### src/rtl/lsu_queue.sv
// lsu_queue: in-order load/store unit sitting between EX and WB.
// Accepts one op per cycle over a valid/ready handshake and keeps up to MAX_OUT ops in flight.
// Talks to the DCache over an addr_ok/data_ok SRAM-like interface.
// Misaligned accesses retire with an exception and never reach the cache.
// A flush drops every queued op. Responses still owed by the cache are counted and discarded.
//
// Ports:
//   clk, resetn           clock, asynchronous active-low reset
//   flush                 kill all queued / in-flight ops
//   in_*                  EX-side op (valid/ready, ls kind, size, sign, addr, data)
//   d_req .. d_wdata      cache request (combinational from the EX op)
//   d_addr_ok, d_data_ok  cache handshake; d_rdata carries load data
//   out_*                 WB-side result of the head entry (valid/ready, data, exc, badvaddr)
module lsu_queue #(
  parameter int unsigned DATA_W  = 32,
  parameter int unsigned ADDR_W  = 32,
  parameter int unsigned MAX_OUT = 2
) (
  input  logic                  clk,
  input  logic                  resetn,
  input  logic                  flush,
  input  logic                  in_valid,
  output logic                  in_ready,
  input  logic [1:0]            in_ls,
  input  logic [1:0]            in_size,
  input  logic                  in_sign,
  input  logic [ADDR_W-1:0]     in_addr,
  input  logic [DATA_W-1:0]     in_data,
  output logic                  d_req,
  output logic                  d_wr,
  output logic [2:0]            d_size,
  output logic [ADDR_W-1:0]     d_addr,
  output logic [DATA_W/8-1:0]   d_wstrb,
  output logic [DATA_W-1:0]     d_wdata,
  input  logic                  d_addr_ok,
  input  logic                  d_data_ok,
  input  logic [DATA_W-1:0]     d_rdata,
  output logic                  out_valid,
  input  logic                  out_ready,
  output logic [DATA_W-1:0]     out_data,
  output logic [1:0]            out_exc,
  output logic [ADDR_W-1:0]     out_badvaddr
);

  localparam int unsigned NB    = DATA_W / 8;
  localparam int unsigned OFS_W = $clog2(NB);
  localparam int unsigned PTR_W = (MAX_OUT > 1) ? $clog2(MAX_OUT) : 1;
  localparam int unsigned CNT_W = $clog2(MAX_OUT + 1);
  localparam logic [DATA_W-1:0] ONES = '1;

  // Per-entry state. An entry that is valid but not done is an issued memory op awaiting data_ok.
  logic [MAX_OUT-1:0] vld_q, done_q, wr_q, sign_q;
  logic [1:0]         size_q [MAX_OUT];
  logic [OFS_W-1:0]   ofs_q  [MAX_OUT];
  logic [DATA_W-1:0]  data_q [MAX_OUT];
  logic [1:0]         exc_q  [MAX_OUT];
  logic [ADDR_W-1:0]  bad_q  [MAX_OUT];

  logic [PTR_W-1:0] head_q, tail_q;
  logic [CNT_W-1:0] cnt_q, cnt_d;
  logic [7:0]       disc_q, disc_d;

  logic             is_load, is_store, is_mem, misalign, full, can_acc, issue, push, pop;
  logic [OFS_W-1:0] ofs;
  logic [15:0]      bmask, strb_full;

  function automatic logic [PTR_W-1:0] ptr_inc(input logic [PTR_W-1:0] p);
    return (p == PTR_W'(MAX_OUT - 1)) ? '0 : p + PTR_W'(1);
  endfunction

  // Request decode and lane steering.
  always_comb begin
    is_load  = (in_ls == 2'b01);
    is_store = (in_ls == 2'b10);
    is_mem   = is_load | is_store;
    ofs      = in_addr[OFS_W-1:0];
    unique case (in_size)
      2'd0:    misalign = 1'b0;
      2'd1:    misalign = in_addr[0];
      2'd2:    misalign = |in_addr[1:0];
      default: misalign = (DATA_W == 32) || (|in_addr[2:0]);
    endcase
    full      = (cnt_q == CNT_W'(MAX_OUT));
    can_acc   = in_valid && !flush && !full;
    issue     = can_acc && is_mem && !misalign;
    in_ready  = can_acc && (!(is_mem && !misalign) || d_addr_ok);
    push      = in_ready;
    bmask     = (16'd1 << (5'd1 << in_size)) - 16'd1;
    strb_full = bmask << ofs;
    d_req     = issue;
    d_wr      = is_store;
    d_size    = {1'b0, in_size};
    d_addr    = in_addr;
    d_wstrb   = is_store ? strb_full[NB-1:0] : '0;
    d_wdata   = in_data << {ofs, 3'b000};
  end

  // Oldest pending entry, plus how many are pending (needed when a flush orphans them).
  logic             found;
  logic [PTR_W-1:0] pidx, idx;
  logic [7:0]       pend_cnt;

  always_comb begin
    found    = 1'b0;
    pidx     = '0;
    idx      = '0;
    pend_cnt = '0;
    for (int i = 0; i < MAX_OUT; i++) begin
      idx = head_q + PTR_W'(i);  // wraps naturally: MAX_OUT is a power of two
      if (vld_q[idx] && !done_q[idx]) begin
        pend_cnt = pend_cnt + 8'd1;
        if (!found) begin
          found = 1'b1;
          pidx  = idx;
        end
      end
    end
  end

  // Response handling: stale responses are eaten first, then the oldest pending entry completes.
  logic              consume, complete, msb;
  logic [DATA_W-1:0] rsh, lmask, resp_data;

  always_comb begin
    consume  = d_data_ok && ((disc_q != 8'd0) || found);
    complete = d_data_ok && (disc_q == 8'd0) && found;
    rsh      = d_rdata >> {ofs_q[pidx], 3'b000};
    unique case (size_q[pidx])
      2'd0:    begin lmask = ONES >> (DATA_W - 8);  msb = rsh[7];        end
      2'd1:    begin lmask = ONES >> (DATA_W - 16); msb = rsh[15];       end
      2'd2:    begin lmask = ONES >> (DATA_W - 32); msb = rsh[31];       end
      default: begin lmask = ONES;                  msb = rsh[DATA_W-1]; end
    endcase
    if (wr_q[pidx])                resp_data = '0;
    else if (sign_q[pidx] && msb)  resp_data = rsh | ~lmask;
    else                           resp_data = rsh & lmask;

    disc_d = disc_q;
    if (flush)                                  disc_d = disc_q + pend_cnt - {7'd0, consume};
    else if (d_data_ok && (disc_q != 8'd0))     disc_d = disc_q - 8'd1;
  end

  // Retire from the head.
  always_comb begin
    out_valid    = vld_q[head_q] && done_q[head_q];
    pop          = out_valid && out_ready;
    out_data     = out_valid ? data_q[head_q] : '0;
    out_exc      = out_valid ? exc_q[head_q]  : 2'b00;
    out_badvaddr = out_valid ? bad_q[head_q]  : '0;
    unique case ({push, pop})
      2'b10:   cnt_d = cnt_q + CNT_W'(1);
      2'b01:   cnt_d = cnt_q - CNT_W'(1);
      default: cnt_d = cnt_q;
    endcase
  end

  // Push never targets a live entry (blocked when full), and complete/pop never share an entry
  // (complete needs !done, pop needs done), so the writes below never collide.
  always_ff @(posedge clk or negedge resetn) begin
    if (!resetn) begin
      vld_q  <= '0;
      done_q <= '0;
      wr_q   <= '0;
      sign_q <= '0;
      head_q <= '0;
      tail_q <= '0;
      cnt_q  <= '0;
      disc_q <= '0;
      for (int i = 0; i < MAX_OUT; i++) begin
        size_q[i] <= '0;
        ofs_q[i]  <= '0;
        data_q[i] <= '0;
        exc_q[i]  <= '0;
        bad_q[i]  <= '0;
      end
    end else if (flush) begin
      vld_q  <= '0;
      done_q <= '0;
      head_q <= '0;
      tail_q <= '0;
      cnt_q  <= '0;
      disc_q <= disc_d;
    end else begin
      if (complete) begin
        done_q[pidx] <= 1'b1;
        data_q[pidx] <= resp_data;
      end
      if (push) begin
        vld_q[tail_q]  <= 1'b1;
        done_q[tail_q] <= !issue;
        wr_q[tail_q]   <= is_store;
        sign_q[tail_q] <= in_sign;
        size_q[tail_q] <= in_size;
        ofs_q[tail_q]  <= ofs;
        data_q[tail_q] <= is_mem ? '0 : in_data;
        exc_q[tail_q]  <= (is_mem && misalign) ? (is_load ? 2'b01 : 2'b10) : 2'b00;
        bad_q[tail_q]  <= (is_mem && misalign) ? in_addr : '0;
        tail_q         <= ptr_inc(tail_q);
      end
      if (pop) begin
        vld_q[head_q] <= 1'b0;
        head_q        <= ptr_inc(head_q);
      end
      cnt_q  <= cnt_d;
      disc_q <= disc_d;
    end
  end

endmodule

### config.mk
export PLATFORM = sky130hd
export DESIGN_NAME = lsu_queue
export DESIGN_NICKNAME = d
export VERILOG_FILES = /design/src/rtl/lsu_queue.sv
export SDC_FILE = /design/constraint.sdc
export NUM_CORES = 1
export LEC_CHECK = 0
export ABC_CLOCK_PERIOD_IN_PS = 7030
export CORE_UTILIZATION = 50
export CTS_CLUSTER_DIAMETER = 80
export DETAILED_ROUTE_END_ITERATION = 12
export PLACE_DENSITY = 0.9
export RECOVER_POWER = 100
export SYNTH_ARGS = -nofsm -noshare
export SYNTH_HDL_FRONTEND = slang
export SYNTH_SLANG_ARGS = --single-unit
### constraint.sdc
create_clock -name clk -period 7.03 [get_ports clk]
set_clock_uncertainty 0.2 [all_clocks]
set_input_delay 1.406 -clock clk [delete_from_list [all_inputs] [get_ports clk]]
set_output_delay 1.406 -clock clk [all_outputs]
set_load 0.1 [all_outputs]
==> results.toml <==
[run_status]
status = "complete, but fails checks"
violations = "capacitance limit, slew limit"

[cts]
cts_max_level = 4
cts_hold_buffers = 0
cts_setup_buffers = 0
cts_resized = 0
cts_tree = "yes"
path_clk_slew_ns = 0.06
clock_latency_ns = 0.43
cts_num_sinks = 160
cts.root.buffer_cell = "clkbuf_16"
cts_buffers = 17
cts_buffer_depth = 2

[setup_path]
cp_num_cells = 5
cp-start-kind = "input port"
crit_path_frequent_cell = "clkbuf_1"
criticalPathCategory = "in2out"
crit_family = "buffers and inverters"
endpoint_kind = "output pin"
path_buf_inv = 2
crit_fanout = 43
critPathSlowestCell = "clkbuf_1"
path_cells = "clkbuf_1, nor2_1, nand2_1, o21ai_0, clkbuf_1"
cp_data_arrival_time_ns = 4.60
crit_required_ns = 5.42
r2r_cells = 9
slowest_delay_ns = 1.54

[detailed_routing]
vias = 10600
remaining_drc_errors = 0
wirelength_um = 34700
ant_nets = 0
drtIter0Drc = 1209
drtPass1Iterations = 6
viasPerCell = 6.15
drt-wirelength-per-cell_um = 20.0

[min_path]
min_path_type = "reg2reg"
hold_depth = 2

[logic_synthesis]
synth_top_area_share_pct = 37.1
syn_area_mm2 = 0.0108
synth.most_common_cell = "nand2_1"
synth_cell_types = 65
synthTopCellsByCount = "nand2_1, dfrtp_1, nor2_1, o21ai_0, mux2i_1"
syn_avg_cell_area_um2 = 8.35
synth_top_cell_by_area = "dfrtp_1"
ys_seq_elements = 160
yosys_warnings = 0
synth.area.top_cells = "dfrtp_1, mux2i_1, nand2_1"
syn_inst = 1293
synth_ff_type = "dfrtp_1"
synthArstFlopShare_pct = 100
synth-seq-area-share_pct = 37.1
synth-edff-count = 0
synth_nets = 1426

[die]
start_util_pct = 51.2
core_mm2 = 0.0211
die_h_um = 149
fp.dieW_um = 149
dieArea_mm2 = 0.0222
rows = 53
io_pins = 249

[sta]
finalMaxSlewViolations = 324
max_freq_mhz = 161
setup_tns_ns = 0
setup_viol = 0
hold_viol_final = 0
worst_pin_slew_ns = 3.00
max_slew_margin_pct = -100
finalCritPeriodShare_pct = 88.2
post-route-worst-setup-slack_ns = 0.827
rsz0062_at_grt = "false"
period_needed_ns = 6.20

[pwr]
pwr-share-clk_pct = 24.6
p_int_w = 0.00210
power_frac_seq_pct = 37.1
p_leak_nw = 5.57
p_sw_share_pct = 40.2
power.density_mw_per_mm2 = 263
vdd_ir_drop_max_mv = 0.186
p_comb_share_pct = 38.3
p_sw_w = 0.00141

[placement]
place_hpwl_um = 24000
dpl_worst_slack_ns = 1.64
portBuffers = 247
gp_congestion = 0.936

[global_route]
grt_max_degree = 109
grt_util_all_layers_pct = 31.5
grt-ovfl-total = 0
grt_pass1_wl_um = 54700
antenna_found_initial = 2
grt_pass1_vias = 10300

[layout]
nets = 1573
final_util_pct = 63.3
drive_above_1_share_pct = 5.78
syn_to_final_growth_pct = 23.6
num-fill-cells = 1738

[run]
drv_cap = 6
-- worst paths after layout --
| check | startpoint | slack (ns) | end |
|---|---|---|---|
| worst max-delay path | in_addr[1] | 0.83 | d_wdata[20] |
| worst min-delay path | bad_q[40] | 0.28 | bad_q[40] |
| worst max register to register | head_q | 2.45 | data_q[1] |
| worst min register to register | bad_q[40] | 0.28 | bad_q[40] |
| max in group asynchronous | resetn | 2.35 | bad_q[6] |
| min in group asynchronous | resetn | 0.85 | data_q[6] |
-- area by class of cell --
cell class	instances	area, µm²	area share (%)
antenna	2	5.00	0.0375
clock buffer	20	467	3.50
clock inverter	12	87.6	0.656
inverter	41	154	1.15
multi-input combinational	960	5930	44.4
sequential	160	4010	30.0
tap	275	344	2.58
timing repair buffer	260	2350	17.6
-- worst min-delay path: stages (launching register included) --
cell and delay [ns]:
dfrtp_1 0.34, nand2_1 0.04, o21ai_0 0.06
-- power by group through the flow --
stage	registers, W	clock network (W)	logic [W]
CTS	0.00129	0.000868	0.00136
global route	0.00133	0.000909	0.00146
global placement	0.00129	0	0.00130
detailed placement	0.00131	0	0.00134
finish	0.00130	0.000865	0.00134
floorplan	0.00125	0	0.00103
-- kinds of logic (layout without fill, tap and decap cells) --
| kind of cell | Yosys count | after routing | share of synthesized area (%) |
|---|---|---|---|
| compound gates | 381 | 381 | 23.7 |
| other cells | 1 | 3 | 0.0347 |
| mux | 96 | 96 | 8.95 |
| simple gates | 443 | 443 | 18.1 |
| buf+inv | 173 | 333 | 7.94 |
| xor+xnor | 14 | 14 | 1.14 |
| fa+ha+maj | 25 | 25 | 2.97 |
| flops | 160 | 160 | 37.1 |
-- state kept, by name, summed over array words and instances (netlist names) --
register	cells
size_q	4
vld_q	2
tail_q	1
wr_q	2
exc_q	4
ofs_q	4
cnt_q	2
bad_q	64
data_q	64
sign_q	2
head_q	1
done_q	2
disc_q	8
-- metal layers --
layer | vias to the layer above | wire (µm) | track usage (%)
met5 | - | 0 | 0
met4 | 0 | 1430 | 14.1
met3 | 120 | 3970 | 7.95
met2 | 686 | 15700 | 47.9
met1 | 5020 | 13600 | 42.3
li1 | 4809 | - | -
-- per-stage QoR --
step / hold slack (ns) / cells / power (W) / cell area [µm²]
floorplan: 0.249 / 1293 / 0.00228 / 10800
global placement: 0.260 / 1696 / 0.00260 / 12900
detailed placement: 0.269 / 1696 / 0.00265 / 12900
CTS: 0.283 / 1728 / 0.00352 / 13500
global route: 0.307 / 1729 / 0.00370 / 13300
finish: 0.278 / 1730 / 0.00351 / 13300
-- cell usage in the layout (no fill, tap or decap), types with 9 or more instances in the layout --
cell type and instances:
nor3_1 12, a211oi_1 24, nor2b_1 15, nand2_1 194, nand2b_1 19, dfrtp_1 159
xnor2_1 11, a32oi_1 16, ha_1 24, o211ai_1 17, o2bb2ai_1 16, o21ai_0 130
mux2i_1 92, a21oi_1 77, o221ai_1 15, clkbuf_1 31, nand3_1 9, a22oi_1 22
buf_4 21, nor2_1 142, and2_0 9, dlygate4sd3_1 102, clkbuf_16 17, a311oi_1 9
inv_1 41, clkdlybuf4s50_1 104
Note: power is estimated with default switching activity, not from simulation.
